<file path="src/rtl/conv_frame_loader_pkg.sv">
// Shared constants and types for the convolution frame loader: frame geometry,
// word type and controller state encoding.
package conv_pkg;
    localparam int INWIDTH = 16;
    localparam int IN_FRAC = 12;
    localparam int FIL_S   = 3;
    localparam int DI_W    = 7;
    localparam int DI_H    = 7;
    localparam int NF      = FIL_S * FIL_S;
    localparam int NI      = DI_W * DI_H;
    localparam int NT      = NF + NI;
    localparam int IDX_W   = $clog2(NT);
    localparam int CNT_W   = 16;

    typedef logic signed [INWIDTH-1:0] word_t;

    typedef enum logic [1:0] {
        LOAD_FIL = 2'd0,
        LOAD_IFM = 2'd1,
        HOLD     = 2'd2,
        RESYNC   = 2'd3
    } state_e;
endpackage

</file>
<file path="src/rtl/conv_frame_loader_if.sv">
// Word-stream input and parallel-frame output handshakes of the frame loader.
interface conv_frame_loader_if;
    import conv_pkg::*;

    logic                   s_valid;
    logic                   s_ready;
    word_t                  s_data;
    logic                   s_last;
    logic                   m_valid;
    logic                   m_ready;
    logic [NF*INWIDTH-1:0]  filt_bus;
    logic [NI*INWIDTH-1:0]  ifm_bus;

    modport slave (
        input  s_valid, s_data, s_last, m_ready,
        output s_ready, m_valid, filt_bus, ifm_bus
    );

    modport master (
        output s_valid, s_data, s_last, m_ready,
        input  s_ready, m_valid, filt_bus, ifm_bus
    );
endinterface

</file>
<file path="src/rtl/conv_frame_loader_ctrl.sv">
// Frame sequencing FSM: word index, framing-error detection, output valid and
// delivered-frame counter.
module conv_frame_ctrl
    import conv_pkg::*;
(
    input  logic             clk,
    input  logic             rst,
    input  logic             s_valid,
    input  logic             s_last,
    input  logic             m_ready,
    output logic             s_ready,
    output logic             m_valid,
    output logic             frame_err,
    output logic [CNT_W-1:0] frame_cnt,
    output logic [IDX_W-1:0] idx,
    output logic             wr_en
);
    localparam logic [1:0] ST_LOAD_FIL = LOAD_FIL;
    localparam logic [1:0] ST_LOAD_IFM = LOAD_IFM;
    localparam logic [1:0] ST_HOLD     = HOLD;
    localparam logic [1:0] ST_RESYNC   = RESYNC;

    localparam logic [IDX_W-1:0] IDX_FIL_END = IDX_W'(NF - 1);
    localparam logic [IDX_W-1:0] IDX_LAST    = IDX_W'(NT - 1);

    logic [1:0] state;
    logic       xfer;

    assign s_ready = (state != ST_HOLD);
    assign xfer    = s_valid && s_ready;
    assign wr_en   = xfer && ((state == ST_LOAD_FIL) || (state == ST_LOAD_IFM));

    always_ff @(posedge clk) begin
        if (rst) begin
            state     <= ST_LOAD_FIL;
            idx       <= '0;
            m_valid   <= 1'b0;
            frame_err <= 1'b0;
            frame_cnt <= '0;
        end else begin
            frame_err <= 1'b0;
            case (state)
                ST_LOAD_FIL: begin
                    if (xfer) begin
                        if (s_last) begin
                            frame_err <= 1'b1;
                            idx       <= '0;
                        end else begin
                            idx <= idx + IDX_W'(1);
                            if (idx == IDX_FIL_END)
                                state <= ST_LOAD_IFM;
                        end
                    end
                end
                ST_LOAD_IFM: begin
                    if (xfer) begin
                        if (idx == IDX_LAST) begin
                            // Full-length frame: deliver only if it is properly terminated
                            if (s_last) begin
                                state   <= ST_HOLD;
                                m_valid <= 1'b1;
                            end else begin
                                state     <= ST_RESYNC;
                                frame_err <= 1'b1;
                                idx       <= '0;
                            end
                        end else if (s_last) begin
                            state     <= ST_LOAD_FIL;
                            frame_err <= 1'b1;
                            idx       <= '0;
                        end else begin
                            idx <= idx + IDX_W'(1);
                        end
                    end
                end
                ST_HOLD: begin
                    if (m_ready) begin
                        m_valid   <= 1'b0;
                        frame_cnt <= frame_cnt + CNT_W'(1);
                        idx       <= '0;
                        state     <= ST_LOAD_FIL;
                    end
                end
                ST_RESYNC: begin
                    if (xfer && s_last) begin
                        idx   <= '0;
                        state <= ST_LOAD_FIL;
                    end
                end
                default: state <= ST_LOAD_FIL;
            endcase
        end
    end
endmodule

</file>
<file path="src/rtl/conv_frame_loader.sv">
// Frame loader top: filter and ifmap register buffers written in place from the
// word stream and presented as flat parallel buses.
module conv_frame_loader
    import conv_pkg::*;
(
    input  logic                 clk,
    input  logic                 rst,
    conv_frame_loader_if.slave   bus,
    output logic                 frame_err,
    output logic [CNT_W-1:0]     frame_cnt
);
    word_t            fil_mem [NF];
    word_t            ifm_mem [NI];
    logic [IDX_W-1:0] idx;
    logic [IDX_W-1:0] ifm_slot;
    logic             wr_en;
    logic             s_ready_w;
    logic             m_valid_w;

    conv_frame_ctrl u_ctrl (
        .clk       (clk),
        .rst       (rst),
        .s_valid   (bus.s_valid),
        .s_last    (bus.s_last),
        .m_ready   (bus.m_ready),
        .s_ready   (s_ready_w),
        .m_valid   (m_valid_w),
        .frame_err (frame_err),
        .frame_cnt (frame_cnt),
        .idx       (idx),
        .wr_en     (wr_en)
    );

    assign bus.s_ready = s_ready_w;
    assign bus.m_valid = m_valid_w;
    assign ifm_slot    = idx - IDX_W'(NF);

    always_ff @(posedge clk) begin
        if (rst) begin
            for (int i = 0; i < NF; i++) fil_mem[i] <= '0;
            for (int i = 0; i < NI; i++) ifm_mem[i] <= '0;
        end else if (wr_en) begin
            // Indices below NF address the filter, the rest map onto the ifmap
            if (idx < IDX_W'(NF)) begin
                for (int i = 0; i < NF; i++)
                    if (idx == IDX_W'(i)) fil_mem[i] <= bus.s_data;
            end else begin
                for (int i = 0; i < NI; i++)
                    if (ifm_slot == IDX_W'(i)) ifm_mem[i] <= bus.s_data;
            end
        end
    end

    always_comb begin
        bus.filt_bus = '0;
        for (int i = 0; i < NF; i++)
            bus.filt_bus[i*INWIDTH +: INWIDTH] = fil_mem[i];
    end

    always_comb begin
        bus.ifm_bus = '0;
        for (int i = 0; i < NI; i++)
            bus.ifm_bus[i*INWIDTH +: INWIDTH] = ifm_mem[i];
    end
endmodule

</file>
<file path="src/flat_wrapper.sv">
// flat-port wrapper written by rule: the top's interface ports become plain ports
module conv_frame_loader_flat import conv_pkg::*;
  (clk, rst, frame_err, frame_cnt, bus_s_valid, bus_s_data, bus_s_last, bus_m_ready, bus_s_ready, bus_m_valid, bus_filt_bus, bus_ifm_bus);
  conv_frame_loader_if bus_i ();
  input  logic clk;
  input  logic rst;
  output logic frame_err;
  output logic [CNT_W-1:0] frame_cnt;
  input wire logic [$bits(bus_i.s_valid)-1:0] bus_s_valid;
  input wire logic [$bits(bus_i.s_data)-1:0] bus_s_data;
  input wire logic [$bits(bus_i.s_last)-1:0] bus_s_last;
  input wire logic [$bits(bus_i.m_ready)-1:0] bus_m_ready;
  output wire logic [$bits(bus_i.s_ready)-1:0] bus_s_ready;
  output wire logic [$bits(bus_i.m_valid)-1:0] bus_m_valid;
  output wire logic [$bits(bus_i.filt_bus)-1:0] bus_filt_bus;
  output wire logic [$bits(bus_i.ifm_bus)-1:0] bus_ifm_bus;
  assign bus_i.s_valid = bus_s_valid;
  assign bus_i.s_data = bus_s_data;
  assign bus_i.s_last = bus_s_last;
  assign bus_i.m_ready = bus_m_ready;
  assign bus_s_ready = bus_i.s_ready;
  assign bus_m_valid = bus_i.m_valid;
  assign bus_filt_bus = bus_i.filt_bus;
  assign bus_ifm_bus = bus_i.ifm_bus;
  conv_frame_loader u_core (.clk(clk), .rst(rst), .bus(bus_i), .frame_err(frame_err), .frame_cnt(frame_cnt));
endmodule
</file>
<file path="config.mk">
export PLATFORM = sky130hd
export DESIGN_NAME = conv_frame_loader_flat
export DESIGN_NICKNAME = d
export VERILOG_FILES = /design/src/rtl/conv_frame_loader_pkg.sv /design/src/rtl/conv_frame_loader_if.sv /design/src/rtl/conv_frame_loader_ctrl.sv /design/src/rtl/conv_frame_loader.sv /design/src/flat_wrapper.sv
export SDC_FILE = /design/constraint.sdc
export NUM_CORES = 1
export LEC_CHECK = 0
export BUFFER_PORTS_ARGS = -buffer_cell sky130_fd_sc_hd__buf_2
export CORE_AREA = 4 4 377 379
export CTS_CLUSTER_SIZE = 16
export DETAILED_ROUTE_END_ITERATION = 12
export DIE_AREA = 0 0 381 383
export GPL_TIMING_DRIVEN = 0
export SLEW_MARGIN = 30
export SYNTH_ARGS = -nofsm -noshare
export SYNTH_HDL_FRONTEND = slang
export SYNTH_HIERARCHICAL = 1
export SYNTH_SLANG_ARGS = --single-unit
</file>
<file path="constraint.sdc">
create_clock -name clk -period 5.4 [get_ports clk]
set_clock_uncertainty 0.2 [all_clocks]
set_input_delay 1.62 -clock clk [delete_from_list [all_inputs] [get_ports clk]]
set_output_delay 1.62 -clock clk [all_outputs]
set_load 0.05 [all_outputs]
</file>
==> metrics <==
run status=finished clean; WP buf/inv=4; Post-synth ARST share=0%; total I/O pin count=968; Warnings, synthesis=6; CP Capture Type=flop; Wirelength per Cell=31.4 um; worst rel slew slack=25.1%; crit-path max cell delay=0.77 ns; dpl hpwl=119000 um; fillers=13.6k; routed wire length=158000 um; R2R depth=8; layout cells sized above 1=45.1%; CP startpoint kind=input pin; worst r2r src=u_core/u_ctrl/state[1]; area occupied by multi-input gates=5420 um^2; post-synthesis cell type count=61; GRT overflow=0; Synth top area share=81.2%; syn_nets=2021; WS Path Type=input pin to flop; worst r2r dst=u_core/ifm_mem[0][96]; CTS sink cnt=954; row count=137; leak pwr=17.5 nW; port bufs=967; Finished Core Util=33.3%; RSZ-0062 raised after global routing=false; power per cell area=388 nW/um^2; Yosys top cell by area=edfxtp_1; drt drc=0; crit path max fanout=16; synthesized area=34300 um^2; Final Power=18.0 mW; slowest stage cell on the critical path=nand4_1; Gates resized, CTS repair=0; ranking of synthesized cells by area=edfxtp_1 (81%), nor4_1 (3.7%), nor3_2 (2.4%), nor2_1 (1.9%), nor3_1 (1.6%); Clock Pin Slew Worst Setup and Hold Paths=0.06 ns; Num CTS Buffers=100; final hold vios=0; post-synthesis sequential area ratio=82.7%; CP Cell Sequence=buf_2 > and2b_1 > buf_2 > and3_1 > clkbuf_1 > nand4_1 > clkbuf_1 > nand2_2; area grow syn2layout=34.8%; Setup Viol. Count Final=0; Vias/cell=4.76; count leader, synth=edfxtp_1; initial drt markers=2723; DIE AREA=146000 um^2; CORE AREA=139000 um^2; maximum VDD drop=0.000292 V; register area=28400 um^2; HP Class=flop to flop; ANT nets after route=0; H-tree level count=3; min Tclk post-route=4.64 ns; crit-path leading delay family=simple AND/OR/NAND/NOR gates; CTS Buffer Depth=3; Hold Path End=u_core/u_ctrl/frame_cnt[12]; drt pass-1 iters=6; flop-to-flop setup slack=1.25 ns; first-pass GRT wire length=206000 um; post-CTS setup buffers=0; vias in the first global route=23.3k; Hold Slack=0.301 ns; final setup TNS=0 ns; largest net degree at the start of global routing=17; die width=381 um; Mapped Avg Cell Area=17.2 um^2; Slew @ Worst Pin=1.12 ns; Fmax=0.216 GHz; clock latency on the worst-skew pair=0.69 ns; Hold Buf Count CTS=0; Commonest cells post-synth=edfxtp_1 (928), nor4_1 (201), nor2_1 (173), nor3_1 (110), clkbuf_1 (94); Final Wtd Congestion=0.827; Hold Path Stages=2; Die Height=383 um; Seq cells post-synth=954; hold_sp=u_core/u_ctrl/frame_cnt[12]; initial antenna violation count=8; Vias=23.9k; fin nets=3143; fin. max-slew vios=0; Max Cap Viol=0; WP data required=5.52 ns; Cells after Synth=1995; clock root cell=clkbuf_16; CTS tree=yes; Top FF cell, synth=edfxtp_1; post-route clock period utilization=85.9%; EDFF count, synth=928; Initial Util=24.7%; GRT Total Usage=20.7%; Worst EP arrival=4.76 ns
through the flow:
stage | std cells | setup WS (ns) | instance area (um^2)
after floorplan | 1995 | 0.962 | 34300
after global placement | 4769 | -2.26 | 41400
after detailed placement | 4822 | -0.102 | 42800
after CTS | 5008 | 0.661 | 46200
after global routing | 5009 | 0.563 | 46200
final | 5021 | 0.761 | 46200
cell type report:
type                            instances  area share, %
Clock buffer                          123           5.64
Buffer                                186           1.98
Sequential cell                       954           61.4
Tap cell                             1807           4.89
Clock inverter                         63           1.61
Multi-Input combinational cell        831           11.7
Timing Repair Buffer                 1020           12.5
Antenna cell                           13         0.0704
Inverter                               24          0.195
metal layers:
layer | global-route usage (%) | routed length, um | share of wire, % | vias to the layer above
li1 | - | - | - | 9994
met1 | 25.3 | 60100 | 38 | 12200
met2 | 34.4 | 76400 | 48 | 1488
met3 | 6.77 | 16400 | 10 | 255
met4 | 6.98 | 4670 | 3.0 | 2
met5 | 0 | 13 | 0.0082 | -
cell families (layout without fill, tap and decap cells):
group                    Yosys count  in the layout  synth area share (%)
flip-flops                       954            954                  82.7
buffers and inverters            210           1416                  2.80
AO/OA/AOI/OAI                     81             81                  1.56
multiplexers                       3              3                 0.124
adder cells (fa/ha/maj)            5              5                 0.182
other                              0             13                     0
XOR/XNOR                          11             11                 0.281
AND/OR/NAND/NOR                  731            731                  12.3
state kept, by name, indices dropped and copies added (netlist names):
name	flops
u_core/u_ctrl/frame_cnt	16
u_core/fil_mem	144
u_core/ifm_mem	784
u_core/u_ctrl/idx	6
u_core/u_ctrl/frame_err	1
u_core/u_ctrl/state	2
u_core/u_ctrl/m_valid	1
worst max-delay path by stage:
stage	from	to	slack, ns	cells after the start
final	bus_s_valid	u_core/ifm_mem[0][96]	0.76	8
after detailed placement	bus_s_valid	u_core/ifm_mem[0][96]	-0.10	8
after floorplan	bus_s_valid	u_core/ifm_mem[0][240]	0.96	7
after global routing	bus_s_valid	u_core/ifm_mem[0][96]	0.56	8
after CTS	bus_s_valid	u_core/ifm_mem[0][98]	0.66	8
after global placement	bus_s_valid	u_core/ifm_mem[1][212]	-2.26	7
where the power goes:
| part | internal [mW] | leakage (nW) | switching, mW |
|---|---|---|---|
| Combinational | 0.344 | 6.27 | 1.95 |
| Clock | 4.02 | 1.62 | 3.06 |
| Sequential | 8.48 | 9.62 | 0.101 |
tightest hold or removal path, delay by kind of cell (launching register included):
kind            cells  cell delay, ns
flops               1            0.33
compound gates      2            0.12
placed cells by master, fill, tap and decap left out, types with 26 or more instances in the layout:
master,synthesis,layout
buf_2,70,1040
nor3_1,110,110
nor2_1,173,173
clkbuf_1,94,84
edfxtp_1,928,928
clkbuf_2,0,32
nand2_1,67,58
nor4_1,201,200
buf_6,9,36
nor3_2,81,81
dfxtp_1,26,26
clkbuf_16,0,101
Power figures use the tool's default switching activity.
